**config.mk**
```make
export PLATFORM = sky130hd
export DESIGN_NAME = plru_ctrl
export DESIGN_NICKNAME = d
export VERILOG_FILES = /design/src/rtl/plru_pkg.sv /design/src/rtl/plru_ctrl_tree_walk.sv /design/src/rtl/plru_ctrl.sv
export SDC_FILE = /design/constraint.sdc
export NUM_CORES = 1
export LEC_CHECK = 0
export ABC_AREA = 0
export BUFFER_PORTS_ARGS = -buffer_cell sky130_fd_sc_hd__buf_2
export CORE_AREA = 2 2 68 70
export CTS_CLUSTER_DIAMETER = 150
export CTS_CLUSTER_SIZE = 10
export DETAILED_ROUTE_END_ITERATION = 16
export DIE_AREA = 0 0 70 72
export HOLD_SLACK_MARGIN = 0.03
export PLACE_DENSITY = 0.61
export REMOVE_ABC_BUFFERS = 1
export SETUP_SLACK_MARGIN = 0.1
export SYNTH_ARGS = -nofsm -noshare
export SYNTH_HDL_FRONTEND = slang
export SYNTH_SLANG_ARGS = --single-unit
export TNS_END_PERCENT = 10
```
**constraint.sdc**
```tcl
create_clock -name clk -period 2 [get_ports clk]
set_clock_uncertainty 0.2 [all_clocks]
set_input_delay 0.4 -clock clk [delete_from_list [all_inputs] [get_ports clk]]
set_output_delay 0.4 -clock clk [all_outputs]
set_load 0.02 [all_outputs]
```
**src/rtl/plru_pkg.sv**
```systemverilog
// plru_pkg: shared types and tree functions for the pseudo-LRU controller.
//   plru_state_e : sweep FSM states.
//   plru_victim  : walk a tree (with optional lock mask) to a victim leaf.
//   plru_update  : point every node on a way's path away from that way.
// The functions work on trees padded to PLRU_MAX_WAYS; callers pass the
// real depth (log2 of WAYS) and zero-extend / truncate around the call.
// Optional feature macro used by the design: PLRU_WAY_LOCK_EN.
package plru_pkg;

  typedef enum logic {
    PLRU_READY = 1'b0,
    PLRU_SWEEP = 1'b1
  } plru_state_e;

  localparam int PLRU_MAX_LVL  = 6;
  localparam int PLRU_MAX_WAYS = 1 << PLRU_MAX_LVL;

  typedef logic [PLRU_MAX_WAYS-2:0] plru_tree_t;
  typedef logic [PLRU_MAX_WAYS-1:0] plru_mask_t;
  typedef logic [PLRU_MAX_LVL-1:0]  plru_way_t;

  typedef struct packed {
    logic      none;
    plru_way_t way;
  } plru_pick_t;

  // True when every way whose index shifted right by 'shift' equals 'prefix'
  // is locked, i.e. the whole subtree rooted at that prefix is unusable.
  function automatic logic plru_all_locked(plru_mask_t lock, plru_way_t prefix,
                                           int shift, int ways);
    logic       all;
    plru_mask_t sh;
    all = 1'b1;
    for (int i = 0; i < PLRU_MAX_WAYS; i++) begin
      sh = lock >> i;
      if (i < ways && (i >> shift) == int'(prefix) && !sh[0]) all = 1'b0;
    end
    return all;
  endfunction

  function automatic plru_pick_t plru_victim(plru_tree_t tree, plru_mask_t lock, int lvls);
    plru_pick_t pick;
    plru_way_t  n;
    plru_way_t  pre;
    logic       b;
    int         ways;
    ways = 1 << lvls;
    pick = '0;
    n    = '0;
    if (plru_all_locked(lock, '0, lvls, ways)) begin
      pick.none = 1'b1;
    end else begin
      for (int l = 0; l < PLRU_MAX_LVL; l++) begin
        if (l < lvls) begin
          b   = tree[n];
          pre = {pick.way[PLRU_MAX_LVL-2:0], b};
          // Preferred half fully locked: take the sibling instead.
          if (plru_all_locked(lock, pre, lvls - 1 - l, ways)) b = ~b;
          pick.way = {pick.way[PLRU_MAX_LVL-2:0], b};
          n = (n << 1) + plru_way_t'(1) + plru_way_t'(b);
        end
      end
    end
    return pick;
  endfunction

  function automatic plru_tree_t plru_update(plru_tree_t tree, plru_way_t way, int lvls);
    plru_tree_t t;
    plru_way_t  n;
    plru_way_t  sh;
    logic       b;
    t = tree;
    n = '0;
    for (int l = 0; l < PLRU_MAX_LVL; l++) begin
      if (l < lvls) begin
        sh   = way >> (lvls - 1 - l);
        b    = sh[0];
        t[n] = ~b;
        n    = (n << 1) + plru_way_t'(1) + plru_way_t'(b);
      end
    end
    return t;
  endfunction

endpackage

```
**src/rtl/plru_ctrl_tree_walk.sv**
```systemverilog
// plru_tree_walk: combinational victim choice for one PLRU tree.
//   tree_i      : WAYS-1 node bits (heap order, node 0 = root)
//   way_valid_i : per-way valid bits; lowest invalid, unlocked way wins
//   lock_i      : ways that must never be chosen (all zero when unused)
//   victim_o    : chosen way
//   none_o      : every way locked; victim_o is then 0
// Works with the PLRU_WAY_LOCK_EN feature of plru_ctrl through lock_i.
module plru_tree_walk
  import plru_pkg::*;
#(
  parameter int WAYS = 4
) (
  input  logic [WAYS-2:0]         tree_i,
  input  logic [WAYS-1:0]         way_valid_i,
  input  logic [WAYS-1:0]         lock_i,
  output logic [$clog2(WAYS)-1:0] victim_o,
  output logic                    none_o
);

  localparam int LW = $clog2(WAYS);

  plru_tree_t      tree_x;
  plru_mask_t      lock_x;
  plru_pick_t      pick;
  logic [WAYS-1:0] cand;
  logic [WAYS-1:0] one;

  always_comb begin
    tree_x             = '0;
    tree_x[WAYS-2:0]   = tree_i;
    lock_x             = '0;
    lock_x[WAYS-1:0]   = lock_i;
    pick               = plru_victim(tree_x, lock_x, LW);
    victim_o           = pick.way[LW-1:0];
    none_o             = pick.none;
    cand               = ~way_valid_i & ~lock_i;
    one                = {{(WAYS-1){1'b0}}, 1'b1};
    // Descending scan so the lowest-index candidate is the last to win.
    for (int i = WAYS - 1; i >= 0; i--) begin
      if ((cand & (one << i)) != '0) victim_o = LW'(i);
    end
  end

endmodule

```
**src/rtl/plru_ctrl.sv**
```systemverilog
// plru_ctrl: per-set tree pseudo-LRU replacement controller.
//   clk, rst_n            : clock, asynchronous active-low reset
//   flush / busy          : start / progress of the SETS-cycle clearing sweep
//   lookup_valid/_ready   : victim request handshake (ready only in READY)
//   lookup_index          : set of the request
//   lookup_way_valid      : valid bits of that set (invalid ways win first)
//   victim_valid/_way     : registered result, one cycle after handshake
//   touch/_index/_way     : mark a way most recently used
// Optional macro PLRU_WAY_LOCK_EN adds lock_mask (ways never evicted) and
// victim_none (pulsed with victim_valid when every way is locked).
module plru_ctrl
  import plru_pkg::*;
#(
  parameter int SETS = 8,
  parameter int WAYS = 4
) (
  input  logic                    clk,
  input  logic                    rst_n,
`ifdef PLRU_WAY_LOCK_EN
  input  logic [WAYS-1:0]         lock_mask,
  output logic                    victim_none,
`endif
  input  logic                    flush,
  output logic                    busy,
  input  logic                    lookup_valid,
  output logic                    lookup_ready,
  input  logic [$clog2(SETS)-1:0] lookup_index,
  input  logic [WAYS-1:0]         lookup_way_valid,
  output logic                    victim_valid,
  output logic [$clog2(WAYS)-1:0] victim_way,
  input  logic                    touch,
  input  logic [$clog2(SETS)-1:0] touch_index,
  input  logic [$clog2(WAYS)-1:0] touch_way
);

  localparam int LW = $clog2(WAYS);
  localparam int IW = $clog2(SETS);
  localparam int TW = WAYS - 1;

  plru_state_e     state_q, state_d;
  logic [IW-1:0]   cnt_q, cnt_d;
  logic [TW-1:0]   tree_q [SETS];
  logic            victim_valid_q;
  logic [LW-1:0]   victim_way_q;
  logic            victim_none_q;

  logic            touch_en;
  logic            lookup_fire;
  logic [TW-1:0]   touch_tree;
  logic [TW-1:0]   walk_tree;
  logic [LW-1:0]   walk_way;
  logic            walk_none;
  logic [WAYS-1:0] lock_w;
  plru_tree_t      tree_x;
  plru_tree_t      upd_x;
  plru_way_t       way_x;

`ifdef PLRU_WAY_LOCK_EN
  assign lock_w      = lock_mask;
  assign victim_none = victim_none_q;
`else
  assign lock_w = '0;
`endif

  // FSM state register
  always_ff @(posedge clk or negedge rst_n) begin
    if (!rst_n) begin
      state_q <= PLRU_READY;
      cnt_q   <= '0;
    end else begin
      state_q <= state_d;
      cnt_q   <= cnt_d;
    end
  end

  // FSM next state; flush during the sweep is ignored
  always_comb begin
    state_d = state_q;
    cnt_d   = cnt_q;
    case (state_q)
      PLRU_READY: begin
        if (flush) begin
          state_d = PLRU_SWEEP;
          cnt_d   = '0;
        end
      end
      PLRU_SWEEP: begin
        if (cnt_q == IW'(SETS - 1)) begin
          state_d = PLRU_READY;
          cnt_d   = '0;
        end else begin
          cnt_d = cnt_q + IW'(1);
        end
      end
      default: state_d = PLRU_READY;
    endcase
  end

  // FSM outputs
  always_comb begin
    lookup_ready = (state_q == PLRU_READY);
    busy         = (state_q == PLRU_SWEEP);
  end

  // A touch in the same cycle as flush is dropped in favour of the sweep.
  assign touch_en    = touch && (state_q == PLRU_READY) && !flush;
  assign lookup_fire = lookup_valid && lookup_ready;

  always_comb begin
    tree_x           = '0;
    tree_x[TW-1:0]   = tree_q[touch_index];
    way_x            = '0;
    way_x[LW-1:0]    = touch_way;
    upd_x            = plru_update(tree_x, way_x, LW);
    touch_tree       = upd_x[TW-1:0];
  end

  // Write-first: a same-set touch is visible to the lookup in the same cycle.
  assign walk_tree = (touch_en && touch_index == lookup_index) ? touch_tree
                                                               : tree_q[lookup_index];

  plru_tree_walk #(.WAYS(WAYS)) u_walk (
    .tree_i      (walk_tree),
    .way_valid_i (lookup_way_valid),
    .lock_i      (lock_w),
    .victim_o    (walk_way),
    .none_o      (walk_none)
  );

  always_ff @(posedge clk or negedge rst_n) begin
    if (!rst_n) begin
      for (int s = 0; s < SETS; s++) tree_q[s] <= '0;
    end else if (state_q == PLRU_SWEEP) begin
      tree_q[cnt_q] <= '0;
    end else if (touch_en) begin
      tree_q[touch_index] <= touch_tree;
    end
  end

  // Registered victim; way is held between handshakes.
  always_ff @(posedge clk or negedge rst_n) begin
    if (!rst_n) begin
      victim_valid_q <= 1'b0;
      victim_way_q   <= '0;
      victim_none_q  <= 1'b0;
    end else begin
      victim_valid_q <= lookup_fire;
      if (lookup_fire) begin
        victim_way_q  <= walk_none ? '0 : walk_way;
        victim_none_q <= walk_none;
      end
    end
  end

  assign victim_valid = victim_valid_q;
  assign victim_way   = victim_way_q;

endmodule

```
==> impl_results.md, run 1 <==
* Outcome: completed
* Critical path's largest stage delay at around 500 ps
* Data arrival at the endpoint of the critical path at about 1800 ps
* Antenna-violating nets left at 0
* Static leakage power at between 0.9 and 1 nW
* Buffers inserted during post-CTS setup optimization at 0
* Per-cell via count in the routed design at 5.835
* Max-cap check violation count at 0
* Total Wirelength at about 4600 um
* Share of layout cells above drive strength 1 at 29.08%
* Period utilisation layout at about nine tenths
* Max Root-Sink Buffers at 2
* Hold WC Path Type: in2reg
* DRT iter0 DRCs at just over 80
* PD cells at ~1100 nW/um^2
* Clock transition time at the flip-flop clock pins of the worst setup and hold paths at around 70 ps
* Xor and xnor area share after synthesis at 1.425%
* CP Launch Type: register
* Share of synthesized cell area in and, or, nand and nor gates at 17.44%
* Number of H-tree levels at 2
* Primary flip-flop cell chosen by synthesis mapping: sky130_fd_sc_hd__dfrtp_1
* TritonCTS Sinks at 31
* Inserted Diodes at 0
* Met1 routing resource usage after global routing at about 26%
* Die X at about 70 um
* FF+latch count, synth at 31
* R2r setup slk at around 170 ps
* Crit path cell chain: mux4_2 -> mux2i_1 -> mux2_2 -> a211oi_2
* Mux cell area share after synthesis at approximately 26%
* Final hold violation count at 0
* Synthesized area per cell at between 10 and 15 um^2
* Post-Route Utilization at approximately half
* WL per Instance at 18.58 um
* Number of iterations in the first detailed-routing pass at 4
* Quantity of gates resized following cts at 0
* Share of synthesized area occupied by flip-flops and latches at approximately 42%
* Cells after Synth at between 150 and 200
* Minimum period implied by the final worst setup slack at 1827 ps
* Fmax at between 500 and 600 MHz
* Io pins at 22
* First-pass GRT wire length at about 7600 um
* Core area at between 4000 and 5000 um^2
* Netlist Area Pre-Place at around 1800 um^2
* Critical Path RT at 2010 ps
* Maximum net fanout on the critical path at 3
* GPL Wtd Cong at a little under 1
* Endpoint class of the critical path: register
* HPWL Detailed at around 3600 um
* Number of flops mapped to enable cells by yosys at 0
* Unique masters post-synth at 31
* Syn-to-layout area delta at 14.79%
* Die Y at 72 um
* Cts hold-fix bufs at 1
* Antenna violations before repair at 0
* Via Count at around 1400
* Worst Setup Path Type: reg2reg
* Number of buffer and inverter stages on the critical path at 0
* Compound-gate portion of the synthesized area at 8.480%
* Slew HR at a little over half
* Overall power at about 2.3 mW
* Skew-Pair Late Insertion Delay at a little under 300 ps
* Actual transition at the worst max-transition pin at 704.8 ps
* Met3 Use GR at 5.417%
* DRC Markers at 0
* Slowest cell on the critical path: sky130_fd_sc_hd__mux4_2
* TritonCTS Buffers at 5
* Post-synthesis adder-cell area fraction at 1.357%
* Gr busiest metal: met2
* Port buffer count at 21
* Number of synthesis warnings at 0
* CTS root buf: sky130_fd_sc_hd__clkbuf_8
* Aggregate negative setup slack at 0 ps
* Maximum vdd ir drop at roughly 0.48 mV
* Starting density of the core at a little over two fifths
* Number of core rows at 24
* RSZ-0062 raised after global routing: no
* Post-synthesis async set-or-reset flop share at between 90% and 100%
* Dominant delay contributor by cell family on the critical path: multiplexers
* Number of setup violations in the final report at 0
* Final max-slew violation count at 0
* Die ar. at slightly above 5000 um^2
* Number of filler cells placed in the layout at around 400
* Overall overflow remaining after global route at 0
* Count of nets after finishing at around 210
* Met2 usage in global routing at between 30% and 40%
* Combinational family with the most area after synthesis: multiplexers
* Overall routing resource usage at between 20 and 25%
* Clock tree from TritonCTS: built
* Number of global-route vias before repair at around 1600
* Worst hold slack at around 230 ps
* Largest net degree at the start of global routing at 32
final cells by class:
cell class	count	area, um^2	area share (%)
clock buffer	5	68.82	3.251
clock inverter	3	15.01	0.7092
inverter	4	15.01	0.7092
multi-input combinational	123	1002	47.34
sequential	31	775.7	36.64
tap	52	65.06	3.073
timing repair buffer	30	175.2	8.274
report_power, final:
part	internal (mW)	switching, mW	total (mW)
clock	0.238	0.240	0.477
combinational	0.378	0.441	0.819
sequential	0.804	0.186	0.990
total	1.42	0.868	2.29
tightest hold or removal path: stages:
cell and delay [ps]:
sky130_fd_sc_hd__buf_2 80, sky130_fd_sc_hd__and3_1 140, sky130_fd_sc_hd__a21oi_1 60
final timing paths:
path / from / end / cells past startpoint
max: tree_q[12] / victim_way[0] / 4
min: lookup_way_valid[3] / victim_way[1] / 3
max reg2reg: tree_q[12] / victim_way[0] / 4
min reg2reg: tree_q[10] / tree_q[10] / 2
max in group asynchronous: rst_n / tree_q[0] / 2
min in group asynchronous: rst_n / victim_valid / 2
kinds of logic after synthesis:
logic type,after synthesis
AOI/OAI and AO/OA,22
xor gates and xnor gates,3
adders and majority gates,2
buffers and inverters,13
DFF,31
muxes,32
and+or+nand+nor,64
flip-flops by register name (all words and copies together) (netlist names):
name          flops
busy              1
victim_way        2
tree_q           24
victim_valid      1
cnt_q             3
synth_stat cells (3+ instances only):
cell	instances	area (um^2)
sky130_fd_sc_hd__clkbuf_1	5	18.77
sky130_fd_sc_hd__dfrtp_1	31	775.7
sky130_fd_sc_hd__inv_1	4	15.01
sky130_fd_sc_hd__mux2i_1	18	180.2
sky130_fd_sc_hd__mux4_2	12	270.3
sky130_fd_sc_hd__nand2_1	25	93.84
sky130_fd_sc_hd__nand3_1	16	80.08
sky130_fd_sc_hd__nor2_1	3	11.26
sky130_fd_sc_hd__nor2b_1	8	50.05
sky130_fd_sc_hd__o21ai_0	10	50.05
sky130_fd_sc_hd__o22a_1	3	26.28
sky130_fd_sc_hd__xnor2_1	3	26.28
metrics by stage:
| step | instances | instance area [um^2] | worst slack (ps) |
|---|---|---|---|
| 2_1_floorplan | 158 | 1793 | 222.7 |
| 3_3_place_gp | 239 | 2023 | -29.44 |
| 3_5_place_dp | 239 | 2023 | -85.24 |
| 4_1_cts | 248 | 2117 | 171.0 |
| 5_1_grt | 248 | 2117 | 115.0 |
| 6_report | 248 | 2117 | 172.6 |
layer usage:
layer / wire (um) / part of all wire (%)
met1: 2028 / 44
met2: 2236 / 49
met3: 256 / 5.6
met4: 87 / 1.9
met5: 0 / 0
cell usage in the layout (no fill, tap or decap), types with 2 or more instances in the layout:
cell type | synthesis | final
sky130_fd_sc_hd__buf_4 | 0 | 8
sky130_fd_sc_hd__nand3_1 | 16 | 16
sky130_fd_sc_hd__mux4_2 | 12 | 12
sky130_fd_sc_hd__clkinv_2 | 0 | 3
sky130_fd_sc_hd__o21ai_0 | 10 | 10
sky130_fd_sc_hd__xnor2_1 | 3 | 3
sky130_fd_sc_hd__nand4_1 | 2 | 2
sky130_fd_sc_hd__and3_1 | 2 | 2
sky130_fd_sc_hd__clkbuf_8 | 0 | 5
sky130_fd_sc_hd__nor2b_1 | 8 | 8
sky130_fd_sc_hd__a21oi_1 | 2 | 2
sky130_fd_sc_hd__a22o_1 | 2 | 2
sky130_fd_sc_hd__buf_2 | 2 | 21
sky130_fd_sc_hd__mux2i_1 | 18 | 18
sky130_fd_sc_hd__ha_1 | 2 | 2
sky130_fd_sc_hd__nand2_1 | 25 | 25
sky130_fd_sc_hd__nand2b_1 | 2 | 2
sky130_fd_sc_hd__dfrtp_1 | 31 | 31
sky130_fd_sc_hd__nor2_1 | 3 | 3
sky130_fd_sc_hd__inv_1 | 4 | 4
sky130_fd_sc_hd__a211oi_2 | 2 | 2
sky130_fd_sc_hd__mux2_2 | 2 | 2
sky130_fd_sc_hd__o22a_1 | 3 | 3
Note: power is estimated with default switching activity, not from simulation.
==> run 2: changes to the inputs <==
CORE_AREA = 2 2 86 55   (was 2 2 68 70)
DIE_AREA = 0 0 88 57   (was 0 0 70 72)
PLACE_DENSITY = 0.62   (was 0.61)
clock period = 1.8 ns   (was 2 ns; I/O delays follow)
==> run 2 against run 1 <==
Against the previous run: via count increased by 3.0%; largest cell class unchanged; clock power up 15%; cell area up 7.7%; highest routed layer unchanged; first-iteration DRC count is 34% higher; total power rose by 17%; sequential share of layout area shrank 2.6 points; hold slack got worse by 17 ps.
==> impl_results.md, run 2 (same netlist as run 1, synthesis figures left out) <==
* Final std cell area, no fill at 2280 um^2 (+7.7%)
* HPWL Detailed at 3849 um (+8.3%)
* Worst hold slack at 212.6 ps (-17.37 ps)
* Largest net degree at the start of global routing at 17 (-47%)
* Core area at 4303 um^2 (+0.91%)
* Minimum period implied by the final worst setup slack at 1787 ps (-40.74 ps)
* Starting density of the core at 42.86% (-0.39 points)
* Io pins at 22 (unchanged)
* Number of iterations in the first detailed-routing pass at 4 (unchanged)
* Flip-flop count of the largest register, all copies and words added at 24 (unchanged)
* Per-cell via count in the routed design at 5.563 (-4.6%)
* Syn-to-layout area delta at 23.61%
* Worst Setup Path Type: reg2reg
* Via Count at 1491 (+3.0%)
* Maximum net fanout on the critical path at 3 (unchanged)
* Antenna violations before repair at 0 (unchanged)
* FF/Latch Area at 777.0 um^2 (+0.16%)
* Overall overflow remaining after global route at 0 (unchanged)
* TritonCTS Buffers at 5 (unchanged)
* Skew-Pair Late Insertion Delay at 280 ps (about the same)
* Worst R2R Path Depth at 4 (unchanged)
* Min-Delay Startpoint: flush
* Count of nets after finishing at 224 (+4.7%)
* Max-cap check violation count at 0 (unchanged)
* Buffers inserted during post-CTS setup optimization at 0 (unchanged)
* Total placed cells including tap cells at 260 (+8.8%)
* Leading cell types in the layout, fill and taps excluded: sky130_fd_sc_hd__dfrtp_1 (30), sky130_fd_sc_hd__nand2_1 (25), sky130_fd_sc_hd__buf_2 (21)
* Final hold violation count at 0 (unchanged)
* Slew HR at 72.83% (+20 points)
* PD cells at 1173 nW/um^2 (+8.6%)
* Biggest register: tree_q
* Number of filler cells placed in the layout at 396 (+0.76%)
* Cell depth of the worst min-delay path at 3 (unchanged)
* Post-route insts no fill at 268 (+8.1%)
* RSZ-0062 raised after global routing: yes
* Number of H-tree levels at 2 (unchanged)
* Endpoint class of the critical path: register
* Reg2reg start: tree_q[3]
* Maximum vdd ir drop at 0.5346 mV (+12%)
* Die Y at 57 um (-21%)
* Endpoint of the worst hold path: busy
* Total Wirelength at 4862 um (+5.5%)
* Area of combinational cells with multiple inputs at 1051 um^2 (+4.9%)
* DRT iter0 DRCs at 111 (+34%)
* First-pass GRT wire length at 7755 um (+2.2%)
* Final max-slew violation count at 0 (unchanged)
* GPL Wtd Cong at 0.9232 (-4.6%)
* Share of layout cells above drive strength 1 at 35.61% (+6.5 points)
* CTS root buf: sky130_fd_sc_hd__clkbuf_8
* Max Root-Sink Buffers at 2 (unchanged)
* Number of core rows at 19 (-21%)
* Inserted Diodes at 0 (unchanged)
* R2r setup slk at 10 ps (-160 ps)
* Minimum setup slack in the final design at 13.36 ps (-159.3 ps)
* DRC Markers at 0 (unchanged)
* TritonCTS Sinks at 31 (unchanged)
* FF-to-FF End: victim_way[0]
* Actual transition at the worst max-transition pin at 407.5 ps (-297.3 ps)
* Most common cell after layout, fill and taps aside: sky130_fd_sc_hd__dfrtp_1
* Clock transition time at the flip-flop clock pins of the worst setup and hold paths at 60 ps (about the same)
* Post-place setup slack at -196.0 ps (-110.8 ps)
* Number of setup violations in the final report at 0 (unchanged)
* Post-Route Utilization at 52.98% (+3.3 points)
* Clock tree from TritonCTS: built
* WL per Instance at 18.14 um (-2.4%)
* Post-DP Area at 2125 um^2 (+5.0%)
* Number of global-route vias before repair at 1446 (-7.7%)
* Fmax at 559.7 MHz (+2.3%)
* Static leakage power at 1.046 nW (+8.2%)
* Die X at 88 um (+26%)
* Overall power at 2.674 mW (+17%)
* Outcome: completed
* Die ar. at 5016 um^2 (-0.48%)
* Data arrival at the endpoint of the critical path at 1790 ps (-40 ps)
* CP Launch Type: register
* Critical Path RT at 1800 ps (-210 ps)
* Period utilisation layout at 99.26% (+7.9 points)
* Hold WC Path Type: in2reg
* Antenna-violating nets left at 0 (unchanged)
* Overall routing resource usage at 21.20% (+1.2 points)
* Port buffer count at 21 (unchanged)
* Aggregate negative setup slack at 0 ps (unchanged)
-- run 2: cell types whose count changed in the layout (fill, tap and decap cells not counted), sizes merged --
cell / delta
clkinv: -2
clkbuf: +1
buf: +10
-- run 2: power by group --
part           internal (mW)  switching, mW  leakage (nW)  total (mW)
logic                  0.476          0.523         0.585        1.00
clock network          0.299          0.250        0.0470       0.549
registers              0.894          0.231         0.415        1.12
total                   1.67           1.00          1.05        2.67
-- run 2: layer usage --
layer	track usage (%)	up-vias	routed length, um
li1	-	693	-
met1	34.72	758	2446
met2	27.49	36	2044
met3	5.933	4	341
met4	4.835	0	29
met5	0	-	0
-- run 2: cell type report --
class                   count  share of cell area [%]
repair buffers             40                   11.86
inverters                   4                  0.6586
well taps                  63                   3.458
multi-input cells         123                   46.10
flip-flops and latches     31                   34.08
clock inverters             1                  0.2195
clock buffers               6                   3.622
-- run 2: worst max-delay path by stage --
stage / start / endpoint / slack (ps)
2_1_floorplan: busy / tree_q[3] / 20
3_3_place_gp: touch_index[1] / tree_q[7] / -150
3_5_place_dp: touch_index[1] / tree_q[13] / -200
4_1_cts: tree_q[9] / victim_way[0] / 10
5_1_grt: tree_q[3] / victim_way[0] / -40
6_report: tree_q[3] / victim_way[0] / 10
-- run 2: repair_timing --
action / 4_1_cts / 5_1_grt
endpoints found under the setup margin: 18 / 24
gates resized for setup: 1 / 19
pin swaps: 1 / 13
hold buffers: 1 / 0
hold endpoints to repair: 15 / 0
-- run 2: critical path, cell delays in order, from the launching register on --
cell                       delay, ps
sky130_fd_sc_hd__dfrtp_1         440
sky130_fd_sc_hd__mux4_2          500
sky130_fd_sc_hd__mux2i_1         130
sky130_fd_sc_hd__mux2_4          270
sky130_fd_sc_hd__a211oi_2        170
==> run 3: changes to the inputs <==
PLACE_DENSITY = default   (was 0.62)
==> run 3 against run 2 <==
Against the previous run: the flow now finishes with violations (negative setup slack); register-to-register slack worse by 60 ps; die area unchanged; cell count up 0.37%; total power up 7.0%; count of clock-buffer cells in the layout stayed put; via count grew 0.34%; sequential power is essentially flat; hold slack worse by 1.5 ps; non-clock buffer count is the same; combinational power about the same; sequential cell count stayed put; critical path depth unchanged; critical path type unchanged; critical endpoint unchanged.
==> impl_results.md, run 3 (same netlist as run 1, synthesis figures left out) <==
* Minimum period implied by the final worst setup slack at 1845 ps (+58.09 ps)
* Share of layout cells above drive strength 1 at 34.95% (-0.66 points)
* Worst Setup Path Type: reg2reg
* Final hold violation count at 0 (unchanged)
* Number of iterations in the first detailed-routing pass at 4 (unchanged)
* Post-DP Area at 2117 um^2 (-0.35%)
* DRT iter0 DRCs at 157 (+41%)
* Endpoint class of the critical path: register
* HPWL Detailed at 3863 um (+0.37%)
* Outcome: finished with violations
* Skew-Pair Late Insertion Delay at 290 ps (about the same)
* Total Wirelength at 4902 um (+0.82%)
* Violations in the final reports: negative setup slack
* TritonCTS Sinks at 31 (unchanged)
* CTS root buf: sky130_fd_sc_hd__clkbuf_8
* Count of nets after finishing at 224 (unchanged)
* Flip-flop count of the largest register, all copies and words added at 24 (unchanged)
* Fmax at 542.1 MHz (-3.1%)
* Worst hold slack at 211.1 ps (-1.491 ps)
* Critical path's largest stage delay at 500 ps (about the same)
* Clock tree from TritonCTS: built
* Number of H-tree levels at 2 (unchanged)
* Period utilisation layout at 102.5% (+3.2 points)
* Maximum net fanout on the critical path at 3 (unchanged)
* Final std cell area, no fill at 2320 um^2 (+1.8%)
* Critical Path RT at 1800 ps (about the same)
* Max Root-Sink Buffers at 2 (unchanged)
* Syn-to-layout area delta at 25.78%
* Post-place setup slack at -207.8 ps (-11.76 ps)
* Inserted Diodes at 0 (unchanged)
* Antenna violations before repair at 0 (unchanged)
* PD cells at 1234 nW/um^2 (+5.2%)
* TritonCTS Buffers at 5 (unchanged)
* Max-cap check violation count at 0 (unchanged)
* Largest net degree at the start of global routing at 18 (+1)
* DRC Markers at 0 (unchanged)
* Overall overflow remaining after global route at 0 (unchanged)
* Port buffer count at 21 (unchanged)
* First-pass GRT wire length at 7769 um (+0.18%)
* CP Launch Type: register
* WL per Instance at 18.22 um (+0.45%)
* Leading cell types in the layout, fill and taps excluded: sky130_fd_sc_hd__dfrtp_1 (31), sky130_fd_sc_hd__nand2_1 (25), sky130_fd_sc_hd__buf_2 (21)
* Minimum setup slack in the final design at -44.73 ps (-58.09 ps)
* Overall routing resource usage at 21.48% (+0.28 points)
* Static leakage power at 1.060 nW (+1.4%)
* RSZ-0062 raised after global routing: yes
* Post-route insts no fill at 269 (+0.37%)
* Slew HR at 72.61% (-0.23 points)
* Hold WC Path Type: in2reg
* Via Count at 1496 (+0.34%)
* Per-cell via count in the routed design at 5.561 (about the same)
* Clock transition time at the flip-flop clock pins of the worst setup and hold paths at 70 ps (about the same)
* Biggest register: tree_q
* Post-Route Utilization at 53.91% (+0.93 points)
* Antenna-violating nets left at 0 (unchanged)
* Crit path cell chain: mux4_2 -> mux2i_1 -> mux2_4 -> a211oi_2
* Dominant delay contributor by cell family on the critical path: multiplexers
* Aggregate negative setup slack at -46.60 ps (-46.60 ps)
* Starting density of the core at 42.86% (unchanged)
* Final max-slew violation count at 0 (unchanged)
* Number of buffer and inverter stages on the critical path at 0 (unchanged)
* Core area at 4303 um^2 (unchanged)
* Die X at 88 um (unchanged)
* GPL Wtd Cong at 0.8825 (-4.4%)
* Actual transition at the worst max-transition pin at 410.9 ps (+3.399 ps)
* Number of core rows at 19 (unchanged)
* Number of filler cells placed in the layout at 395 (-0.25%)
* Maximum vdd ir drop at 0.5380 mV (+0.64%)
* Die Y at 57 um (unchanged)
* Die ar. at 5016 um^2 (unchanged)
* R2r setup slk at -40 ps (-60 ps)
* Overall power at 2.861 mW (+7.0%)
* Most common cell after layout, fill and taps aside: sky130_fd_sc_hd__dfrtp_1
* Number of global-route vias before repair at 1496 (+3.5%)
* Number of setup violations in the final report at 2 (+2)
* Slowest cell on the critical path: sky130_fd_sc_hd__mux4_2
* Total placed cells including tap cells at 259 (-0.38%)
* Io pins at 22 (unchanged)
* Data arrival at the endpoint of the critical path at 1840 ps (+50 ps)
==> run 3: worst min-delay path: stages <==
cell and delay, ps:
sky130_fd_sc_hd__buf_2 90, sky130_fd_sc_hd__and3_1 150, sky130_fd_sc_hd__a21oi_1 60
==> run 3: path summary, 6_finish.rpt <==
path	endpoint	startpoint	depth (start not counted)
worst max-delay path	victim_way[0]	tree_q[3]	4
worst min-delay path	victim_way[1]	lookup_way_valid[3]	3
worst max register to register	victim_way[0]	tree_q[3]	4
worst min register to register	tree_q[18]	tree_q[18]	2
max in group asynchronous	tree_q[13]	rst_n	3
min in group asynchronous	victim_way[0]	rst_n	2
==> run 3: cell type report <==
| cell class | count | area (um^2) | area share (%) |
|---|---|---|---|
| flip-flops and latches | 31 | 775.7 | 33.44 |
| clock buffers | 6 | 82.58 | 3.560 |
| inverters | 4 | 15.01 | 0.6473 |
| multi-input cells | 123 | 1066 | 45.95 |
| clock inverters | 2 | 35.03 | 1.510 |
| repair buffers | 40 | 266.5 | 11.49 |
| well taps | 63 | 78.83 | 3.398 |
==> run 3: repair_timing <==
item                       4_1_cts  5_1_grt
hold endpoints to repair        14        0
hold buffers                     1        0
setup endpoints to repair       18       20
gates resized for setup         14        6
pin swaps                       12        4
buffers inserted                 0        1
==> run 3: power breakdown <==
part	internal, mW	leakage, nW	switching [mW]
combinational	0.498	0.583	0.532
clock	0.448	0.0612	0.268
sequential	0.893	0.416	0.224
==> run 3: per-layer routing <==
layer | vias to the layer above | part of all wire, % | GRT usage [%]
met4 | 0 | 1.5 | 5.934
met1 | 749 | 47 | 32.49
met2 | 52 | 42 | 29.44
li1 | 687 | - | -
met3 | 8 | 9.4 | 7.236
met5 | - | 0 | 0
